## src/rtl/alu_seq_pkg.sv

```systemverilog
// alu_seq_pkg: opcode constants and FSM state type shared by the
// accumulator ALU (alu_seq), its bus interface and its multiplier.
package alu_seq_pkg;

    localparam int unsigned OP_NOP  = 0;
    localparam int unsigned OP_LDI  = 1;
    localparam int unsigned OP_ADD  = 2;
    localparam int unsigned OP_NOT  = 3;
    localparam int unsigned OP_AND  = 4;
    localparam int unsigned OP_XOR  = 5;
    localparam int unsigned OP_STA  = 6;
    localparam int unsigned OP_DISP = 7;
    localparam int unsigned OP_SUB  = 8;
    localparam int unsigned OP_SHL  = 9;
    localparam int unsigned OP_SHR  = 10;
    localparam int unsigned OP_OR   = 11;
    localparam int unsigned OP_MUL  = 12;

    typedef enum logic [1:0] {
        IDLE     = 2'd0,
        MUL_RUN  = 2'd1,
        MUL_DONE = 2'd2
    } state_t;

endpackage

```

## src/rtl/alu_seq_if.sv

```systemverilog
// alu_seq_if: op request / result bus of alu_seq.
//   master (requester): drives in_valid, op, inp; observes the rest.
//   slave  (alu_seq)  : drives in_ready, out_valid, outp, flag_z, flag_c, acc.
interface alu_seq_if #(
    parameter int SIZE   = 8,
    parameter int OPSIZE = 4
);
    logic              in_valid;
    logic              in_ready;
    logic [OPSIZE-1:0] op;
    logic [SIZE-1:0]   inp;
    logic              out_valid;
    logic [SIZE-1:0]   outp;
    logic              flag_z;
    logic              flag_c;
    logic [SIZE-1:0]   acc;

    modport master (
        output in_valid, op, inp,
        input  in_ready, out_valid, outp, flag_z, flag_c, acc
    );

    modport slave (
        input  in_valid, op, inp,
        output in_ready, out_valid, outp, flag_z, flag_c, acc
    );
endinterface

```

## src/rtl/alu_seq_mul.sv

```systemverilog
// alu_seq_mul: iterative shift-add multiplier, one multiplier bit per cycle.
//   clk, rst : clock, async active-high reset
//   start    : latch a, b and begin (ignored while busy)
//   a, b     : SIZE-bit operands
//   busy     : iterations in progress (SIZE cycles after start)
//   done     : high during the cycle whose edge performs the final iteration
//   product  : 2*SIZE-bit result, final once busy drops
module alu_seq_mul #(
    parameter int SIZE = 8
) (
    input  logic              clk,
    input  logic              rst,
    input  logic              start,
    input  logic [SIZE-1:0]   a,
    input  logic [SIZE-1:0]   b,
    output logic              busy,
    output logic              done,
    output logic [2*SIZE-1:0] product
);
    localparam int CW = $clog2(SIZE + 1);

    logic [2*SIZE-1:0] mcand;
    logic [SIZE-1:0]   mplr;
    logic [CW-1:0]     cnt;

    always_ff @(posedge clk or posedge rst) begin
        if (rst) begin
            mcand   <= '0;
            mplr    <= '0;
            cnt     <= '0;
            busy    <= 1'b0;
            product <= '0;
        end else if (start && !busy) begin
            mcand   <= {{SIZE{1'b0}}, a};
            mplr    <= b;
            cnt     <= CW'(SIZE);
            busy    <= 1'b1;
            product <= '0;
        end else if (busy) begin
            if (mplr[0])
                product <= product + mcand;
            mcand <= mcand << 1;
            mplr  <= mplr >> 1;
            cnt   <= cnt - 1'b1;
            if (cnt == CW'(1))
                busy <= 1'b0;
        end
    end

    // Combinational so the controller can leave its run state on the same
    // edge that adds the last partial product.
    assign done = busy && (cnt == CW'(1));

endmodule

```

## src/rtl/alu_seq.sv

```systemverilog
// alu_seq: accumulator ALU with a single-cycle datapath and an optional
// iterative multiplier.
//   clk, rst : clock, async active-high reset
//   bus      : alu_seq_if.slave -- op/inp request with valid/ready,
//              registered outp/flag_z/flag_c with a one-cycle out_valid,
//              live accumulator value on acc
// Build option: define ALU_SEQ_MUL_EN to include MUL (opcode 12) and the
// MUL_RUN/MUL_DONE states; otherwise opcode 12 is a NOP and in_ready is 1.
module alu_seq
    import alu_seq_pkg::*;
#(
    parameter int SIZE   = 8,
    parameter int OPSIZE = 4
) (
    input  logic       clk,
    input  logic       rst,
    alu_seq_if.slave   bus
);
    logic [SIZE-1:0] acc_q, outp_q, res;
    logic            z_q, c_q, ov_q, c_nx, wr_acc, upd_flags, in_ready, accept, single;
    logic [SIZE:0]   sum;

`ifdef ALU_SEQ_MUL_EN
    state_t            state, state_nx;
    logic              is_mul, mul_busy, mul_done;
    logic [2*SIZE-1:0] prod;

    assign is_mul   = (bus.op == OPSIZE'(OP_MUL));
    assign in_ready = (state == IDLE);
    assign single   = accept && !is_mul;

    alu_seq_mul #(.SIZE(SIZE)) u_mul (
        .clk     (clk),
        .rst     (rst),
        .start   (accept && is_mul),
        .a       (acc_q),
        .b       (bus.inp),
        .busy    (mul_busy),
        .done    (mul_done),
        .product (prod)
    );

    always_ff @(posedge clk or posedge rst) begin
        if (rst) state <= IDLE;
        else     state <= state_nx;
    end

    always_comb begin
        state_nx = state;
        case (state)
            IDLE:     if (accept && is_mul) state_nx = MUL_RUN;
            // An idle multiplier here can only mean it already finished.
            MUL_RUN:  if (mul_done || !mul_busy) state_nx = MUL_DONE;
            MUL_DONE: state_nx = IDLE;
            default:  state_nx = IDLE;
        endcase
    end
`else
    assign in_ready = 1'b1;
    assign single   = accept;
`endif

    assign accept = bus.in_valid && in_ready;

    // Single-cycle result. NOP and reserved opcodes fall to the default arm:
    // outp shows acc and both flags hold.
    always_comb begin
        res       = acc_q;
        c_nx      = 1'b0;
        wr_acc    = 1'b0;
        upd_flags = 1'b1;
        sum       = '0;
        case (bus.op)
            OPSIZE'(OP_LDI):  begin res = bus.inp; wr_acc = 1'b1; end
            OPSIZE'(OP_ADD):  begin
                sum = {1'b0, acc_q} + {1'b0, bus.inp};
                res = sum[SIZE-1:0]; c_nx = sum[SIZE]; wr_acc = 1'b1;
            end
            OPSIZE'(OP_NOT):  begin res = ~bus.inp; wr_acc = 1'b1; end
            OPSIZE'(OP_AND):  begin res = acc_q & bus.inp; wr_acc = 1'b1; end
            OPSIZE'(OP_XOR):  begin res = acc_q ^ bus.inp; wr_acc = 1'b1; end
            OPSIZE'(OP_STA):  res = acc_q;
            OPSIZE'(OP_DISP): res = bus.inp;
            OPSIZE'(OP_SUB):  begin
                // Bit SIZE of the extended difference is the borrow.
                sum = {1'b0, acc_q} - {1'b0, bus.inp};
                res = sum[SIZE-1:0]; c_nx = sum[SIZE]; wr_acc = 1'b1;
            end
            OPSIZE'(OP_SHL):  begin res = {acc_q[SIZE-2:0], 1'b0}; c_nx = acc_q[SIZE-1]; wr_acc = 1'b1; end
            OPSIZE'(OP_SHR):  begin res = {1'b0, acc_q[SIZE-1:1]}; c_nx = acc_q[0]; wr_acc = 1'b1; end
            OPSIZE'(OP_OR):   begin res = acc_q | bus.inp; wr_acc = 1'b1; end
            default:          upd_flags = 1'b0;
        endcase
    end

    always_ff @(posedge clk or posedge rst) begin
        if (rst) begin
            acc_q  <= '0;
            outp_q <= '0;
            z_q    <= 1'b1;
            c_q    <= 1'b0;
            ov_q   <= 1'b0;
        end else begin
            ov_q <= 1'b0;
            if (single) begin
                ov_q   <= 1'b1;
                outp_q <= res;
                if (wr_acc) acc_q <= res;
                if (upd_flags) begin
                    z_q <= (res == '0);
                    c_q <= c_nx;
                end
            end
`ifdef ALU_SEQ_MUL_EN
            // Product is final throughout MUL_DONE; commit it on the exit edge.
            if (state == MUL_DONE) begin
                ov_q   <= 1'b1;
                outp_q <= prod[SIZE-1:0];
                acc_q  <= prod[SIZE-1:0];
                z_q    <= (prod[SIZE-1:0] == '0);
                c_q    <= |prod[2*SIZE-1:SIZE];
            end
`endif
        end
    end

    assign bus.in_ready  = in_ready;
    assign bus.out_valid = ov_q;
    assign bus.outp      = outp_q;
    assign bus.flag_z    = z_q;
    assign bus.flag_c    = c_q;
    assign bus.acc       = acc_q;

endmodule

```

## src/flat_wrapper.sv

```systemverilog
// flat-port wrapper written by rule: the top's interface ports become plain ports
module alu_seq_flat import alu_seq_pkg::*;
#(
    parameter int SIZE   = 8,
    parameter int OPSIZE = 4
)
  (clk, rst, bus_in_valid, bus_op, bus_inp, bus_in_ready, bus_out_valid, bus_outp, bus_flag_z, bus_flag_c, bus_acc);
  alu_seq_if #(.SIZE(SIZE), .OPSIZE(OPSIZE)) bus_i ();
  input  logic clk;
  input  logic rst;
  input wire logic [$bits(bus_i.in_valid)-1:0] bus_in_valid;
  input wire logic [$bits(bus_i.op)-1:0] bus_op;
  input wire logic [$bits(bus_i.inp)-1:0] bus_inp;
  output wire logic [$bits(bus_i.in_ready)-1:0] bus_in_ready;
  output wire logic [$bits(bus_i.out_valid)-1:0] bus_out_valid;
  output wire logic [$bits(bus_i.outp)-1:0] bus_outp;
  output wire logic [$bits(bus_i.flag_z)-1:0] bus_flag_z;
  output wire logic [$bits(bus_i.flag_c)-1:0] bus_flag_c;
  output wire logic [$bits(bus_i.acc)-1:0] bus_acc;
  assign bus_i.in_valid = bus_in_valid;
  assign bus_i.op = bus_op;
  assign bus_i.inp = bus_inp;
  assign bus_in_ready = bus_i.in_ready;
  assign bus_out_valid = bus_i.out_valid;
  assign bus_outp = bus_i.outp;
  assign bus_flag_z = bus_i.flag_z;
  assign bus_flag_c = bus_i.flag_c;
  assign bus_acc = bus_i.acc;
  alu_seq #(.SIZE(SIZE), .OPSIZE(OPSIZE)) u_core (.clk(clk), .rst(rst), .bus(bus_i));
endmodule
```

## config.mk

```make
export PLATFORM = sky130hd
export DESIGN_NAME = alu_seq_flat
export DESIGN_NICKNAME = d
export VERILOG_FILES = /design/src/rtl/alu_seq_pkg.sv /design/src/rtl/alu_seq_if.sv /design/src/rtl/alu_seq_mul.sv /design/src/rtl/alu_seq.sv /design/src/flat_wrapper.sv
export SDC_FILE = /design/constraint.sdc
export NUM_CORES = 1
export LEC_CHECK = 0
export ABC_CLOCK_PERIOD_IN_PS = 3500
export BUFFER_PORTS_ARGS = -buffer_cell sky130_fd_sc_hd__buf_4
export CAP_MARGIN = 40
export CORE_ASPECT_RATIO = 0.6
export CORE_UTILIZATION = 25
export DETAILED_ROUTE_END_ITERATION = 8
export PLACE_DENSITY = 0.41
export SETUP_SLACK_MARGIN = 0.02
export SLEW_MARGIN = 20
export SYNTH_ARGS = -nofsm -noshare
export SYNTH_HDL_FRONTEND = slang
export SYNTH_HIERARCHICAL = 1
export SYNTH_SLANG_ARGS = --single-unit
```

## constraint.sdc

```tcl
create_clock -name clk -period 3.5 [get_ports clk]
set_clock_uncertainty 0.1 [all_clocks]
set_input_delay 0.525 -clock clk [delete_from_list [all_inputs] [get_ports clk]]
set_output_delay 0.525 -clock clk [all_outputs]
set_load 0.03 [all_outputs]
```

# Yosys cells after proc, flatten, opt, wreduce, memory -nomap -nowiden
# Cells that the tools add are included.
# word_totals
ff_bits	19
input_bits	15
word_cells	33
# classes
addsub	2
n_eq_ne	11
mux	5
bitwise	4
n_reduce_logical	6
# op_table
cell	n
one-hot mux 8 bit (9 select lines)	1
equality test 4 x 3 -> 1 bit, second input constant	4
equality test 4 bit, second input constant	4
OR reduction 11 bit	1
adder 8 x 8 -> 9 bit	1
OR reduction 9 bit	1
subtractor 8 x 8 -> 9 bit	1
bitwise AND 8 bit	1
equality test 4 x 2 -> 1 bit, second input constant	2
zero test 8 bit	1
NOT 8 bit	1
OR 8 bit	1
XOR 8 bit	1
equality test 4 x 1 -> 1 bit, second input constant	1
one-hot mux 1 bit (4 select lines)	1
AND reduction 2 bit	2
two-way mux 1 bit	3
OR reduction 2 bit	1

# Logic depth before layout (Yosys ltp)
# logic_depth
depth_word	4
mapped_depth	11
depth_no_buf	11

# Worst setup path after synthesis
# No wires, ideal clock.
# synth_path
kind	register -> register
from	register u_core.acc_q[0] (netlist: u_core/bus.acc[0])
to	register u_core.z_q (netlist: u_core/bus.flag_z)
arrival_ps	2694
t_required_ps	3303
slack_ps	608
path_stages_with_launch	11
n_path_buf	0
synth_period_minus_slack_ps	2892
path_cell_list	dfrtp_1 ha_1 inv_1 fa_1 xnor2_1 a221oi_1 a311oi_1 a211oi_1 nand3b_1 or4_1 o41ai_2
# synth_via
elab_chain_cells	3
elab_cells_between_ends	7
cone_classes	add/sub (2); mux (1); bitwise (3); reduce/logical (1)
# synth_rtl
item	line_no	rtl
start, declared	alu_seq.sv:19	logic [SIZE-1:0] acc_q, outp_q, res;
start signal, assigned	alu_seq.sv:108	if (wr_acc) acc_q <= res;
subtractor 8 x 8 -> 9 bit, or another cell as far along	alu_seq.sv:86	sum = {1'b0, acc_q} - {1'b0, bus.inp};
one-hot mux 8 bit (9 select lines) *	alu_seq.sv:73	case (bus.op)
zero test 8 bit *	alu_seq.sv:110	z_q <= (res == '0);
end signal, assigned	alu_seq.sv:110	
end, declared	alu_seq.sv:20	logic z_q, c_q, ov_q, c_nx, wr_acc, upd_flags, in_ready, accept, single;
# Every way passes the cells marked *; elsewhere a longest branch is shown, timed or not.
# A chain may end at the register's enable or synchronous reset.

# Final worst setup path
# Ends and elaborated chain as after synthesis.

==> results.json <==
{
  "reg2regPathDepth": 11,
  "power_leakage_uw": 0.00126,
  "slowest_delay_ps": 490,
  "grt_max_degree": 42,
  "wl_per_cell_um": 17.9,
  "post-place-cells": 475,
  "grt_use_total_pct": 16.4,
  "synth_edf_count": 0,
  "syn_inst": 321,
  "crit_type": "reg2reg",
  "crit_start": "u_core/bus.acc[0]",
  "num_rows": 28,
  "worstPathMaxFanout": 5,
  "powerDensity_nw_per_um2": 497,
  "viasPerCell": 5.22,
  "synth_cell_types": 67,
  "max_cap_viol_count": 0,
  "synth_area_per_cell_um2": 7.93,
  "cp_num_buf_inv": 2,
  "synthesis.area_um2": 2540,
  "syn2layout_area_growth_pct": 17.4,
  "synthArstFlopShare_pct": 100,
  "dieHeight_um": 80.2,
  "yosysWarnings": 6,
  "r2r-start": "u_core/bus.acc[0]",
  "n_antenna_cell": 0,
  "ir_drop_uv": 236,
  "grt_pass1_wl_um": 13300,
  "crit_path_frequent_cell": "inv_1",
  "tightest_slew_ps": 747,
  "clock-sinks": 19,
  "status": "complete, but fails checks",
  "cts_inserted_buffers": 3,
  "portBuffers": 33,
  "r2r_slack_ps": 290,
  "synth_seq_cells": 19,
  "drc_errors": 1,
  "path_depth": 11,
  "first_iter_violations": 181,
  "violations": "design-rule violations",
  "initial_core_util_pct": 25.8,
  "min_path_type": "in2async",
  "drt_wl_total_um": 8600,
  "syn_nets": 362,
  "place_congestion": 0.827,
  "hold_viol_final": 0,
  "fin_hold_ws_ps": 26.6,
  "drive_gt1_share_pct": 18.6,
  "cts_root_buffer": "clkbuf_16",
  "slowest_stage": "dfrtp_1",
  "rsz0062_at_grt": "no",
  "ys_seq_area_share_pct": 18.7,
  "io_pins": 35,
  "overflow": 0,
  "core-area_um2": 9880,
  "postCtsHoldBufs": 0,
  "synthTopCellsByArea": "dfrtp_1 (18%), ha_1 (12%), inv_1 (4.0%)",
  "p_total_uw": 1490,
  "die_area_um2": 10600,
  "dp_hpwl_um": 6720,
  "dieWidth_um": 132,
  "cts.clk_slew.worst_paths_ps": 60,
  "slew_viol_final": 0,
  "crit_chain": "inv_1, ha_1, inv_1, fa_1, mux2i_1, o22a_1, o22ai_1, a211oi_1, nand3b_1, or4_1, o41ai_2",
  "end_kind": "register",
  "fin_tns_setup_ps": 0,
  "synth_area_leader_cell": "dfrtp_1",
  "post_cts_resized": 0,
  "synth_flop_cell": "dfrtp_1",
  "antenna_found_initial": 0,
  "dr.pass1.iters": 7,
  "yosysMostFrequentCell": "inv_1",
  "vias": 2504,
  "fmax_mhz": 312,
  "setup_violations": 0,
  "antenna_left": 0,
  "period_needed_ps": 3210,
  "grt_pass1_vias": 2204,
  "placed_area_um2": 2890,
  "htreeDepth": 1,
  "synth_top_area_share_pct": 17.7,
  "instances_no_fill": 480,
  "slew_headroom_pct": 49.8,
  "stdcell_area_um2": 2990,
  "clk_latency_ps": 260,
  "synth_commonest_cells": "inv_1 (27), ha_1 (24), nand2_1 (23)",
  "cts_setup_buffers": 0,
  "cts_tree": "yes",
  "num-nets-final": 387,
  "critPathLaunchType": "register",
  "period_share_pct": 91.6,
  "cp.required_ps": 3560,
  "cts_max_path_buffers": 2,
  "crit_arrival_ps": 3260,
  "cp_top_family": "compound AO/OA/AOI/OAI gates"
}
worst register-to-register path: cells and delay by family (launching register included):
family	cells	cell delay (ps)
fa+ha+maj	2	650
buf+inv	2	230
compound gates	4	850
mux	1	160
simple gates	2	620
flops	1	490
routing by layer:
| metal | GRT usage, % | vias up | part of all wire, % |
|---|---|---|---|
| li1 | - | 1224 | - |
| met3 | 3.91 | 0 | 6.9 |
| met2 | 21.4 | 85 | 37 |
| met1 | 26.8 | 1195 | 56 |
| met4 | 0.345 | 0 | 0 |
| met5 | 0 | - | 0 |
registers in the layout, summed over array words and instances, names as in the netlist:
signal                flops
u_core/bus.acc            8
u_core/bus.out_valid      1
u_core/bus.flag_c         1
u_core/bus.flag_z         1
u_core/bus.outp           8
area by class of cell:
type / instances / area (um^2)
Inverter: 27 / 101
Tap cell: 135 / 169
Sequential cell: 19 / 477
Timing Repair Buffer: 43 / 330
Fill cell: 1094 / 6890
Clock buffer: 4 / 78.8
Multi-Input combinational cell: 252 / 1830
worst paths after layout:
path / endpoint
setup / recovery: u_core/bus.flag_z
hold / removal: u_core/bus.outp[0]
setup reg to reg: u_core/bus.flag_z
hold reg to reg: u_core/bus.flag_z
max in group asynchronous: u_core/bus.flag_z
min in group clk: u_core/bus.flag_z
placed cells by master, fill, tap and decap left out, drive strengths merged, types with 3 or more instances in the layout:
cell and count:
buf 43, inv 27, nand2 25, ha 24, nor2 22, o21ai 20, a21oi 19, dfrtp 18
nor3 12, mux2 9, mux2i 8, nand2b 7, a211oi 7, nor2b 6, o22ai 5, o21bai 5
nand3 5, a32oi 4, o2111ai 4, a22oi 4, xnor2 4, o21a 4, clkbuf 4, o211ai 3
nand3b 3, xor2 3, or3 3, a221oi 3, a31oi 3
per-stage QoR:
step / setup slack [ps] / utilization (%)
final: 295 / 30.2
after global routing: 72.4 / 30.2
after CTS: 325 / 30.1
after detailed placement: 207 / 29.3
after global placement: 296 / 29.3
after floorplan: 608 / -
power breakdown:
group,switching [uW],internal (uW)
Sequential,52.1,271
Clock,88.0,155
Combinational,555,364
Total,695,791
kinds of logic after synthesis:
kind of cell	share of synthesized area [%]
other	0.147
and+or+nand+nor	18.9
muxes	8.01
buffers and inverters	9.29
xor gates and xnor gates	2.41
AOI/OAI and AO/OA	29.2
DFF	18.7
adders and majority gates	13.4
Power figures use the tool's default switching activity.
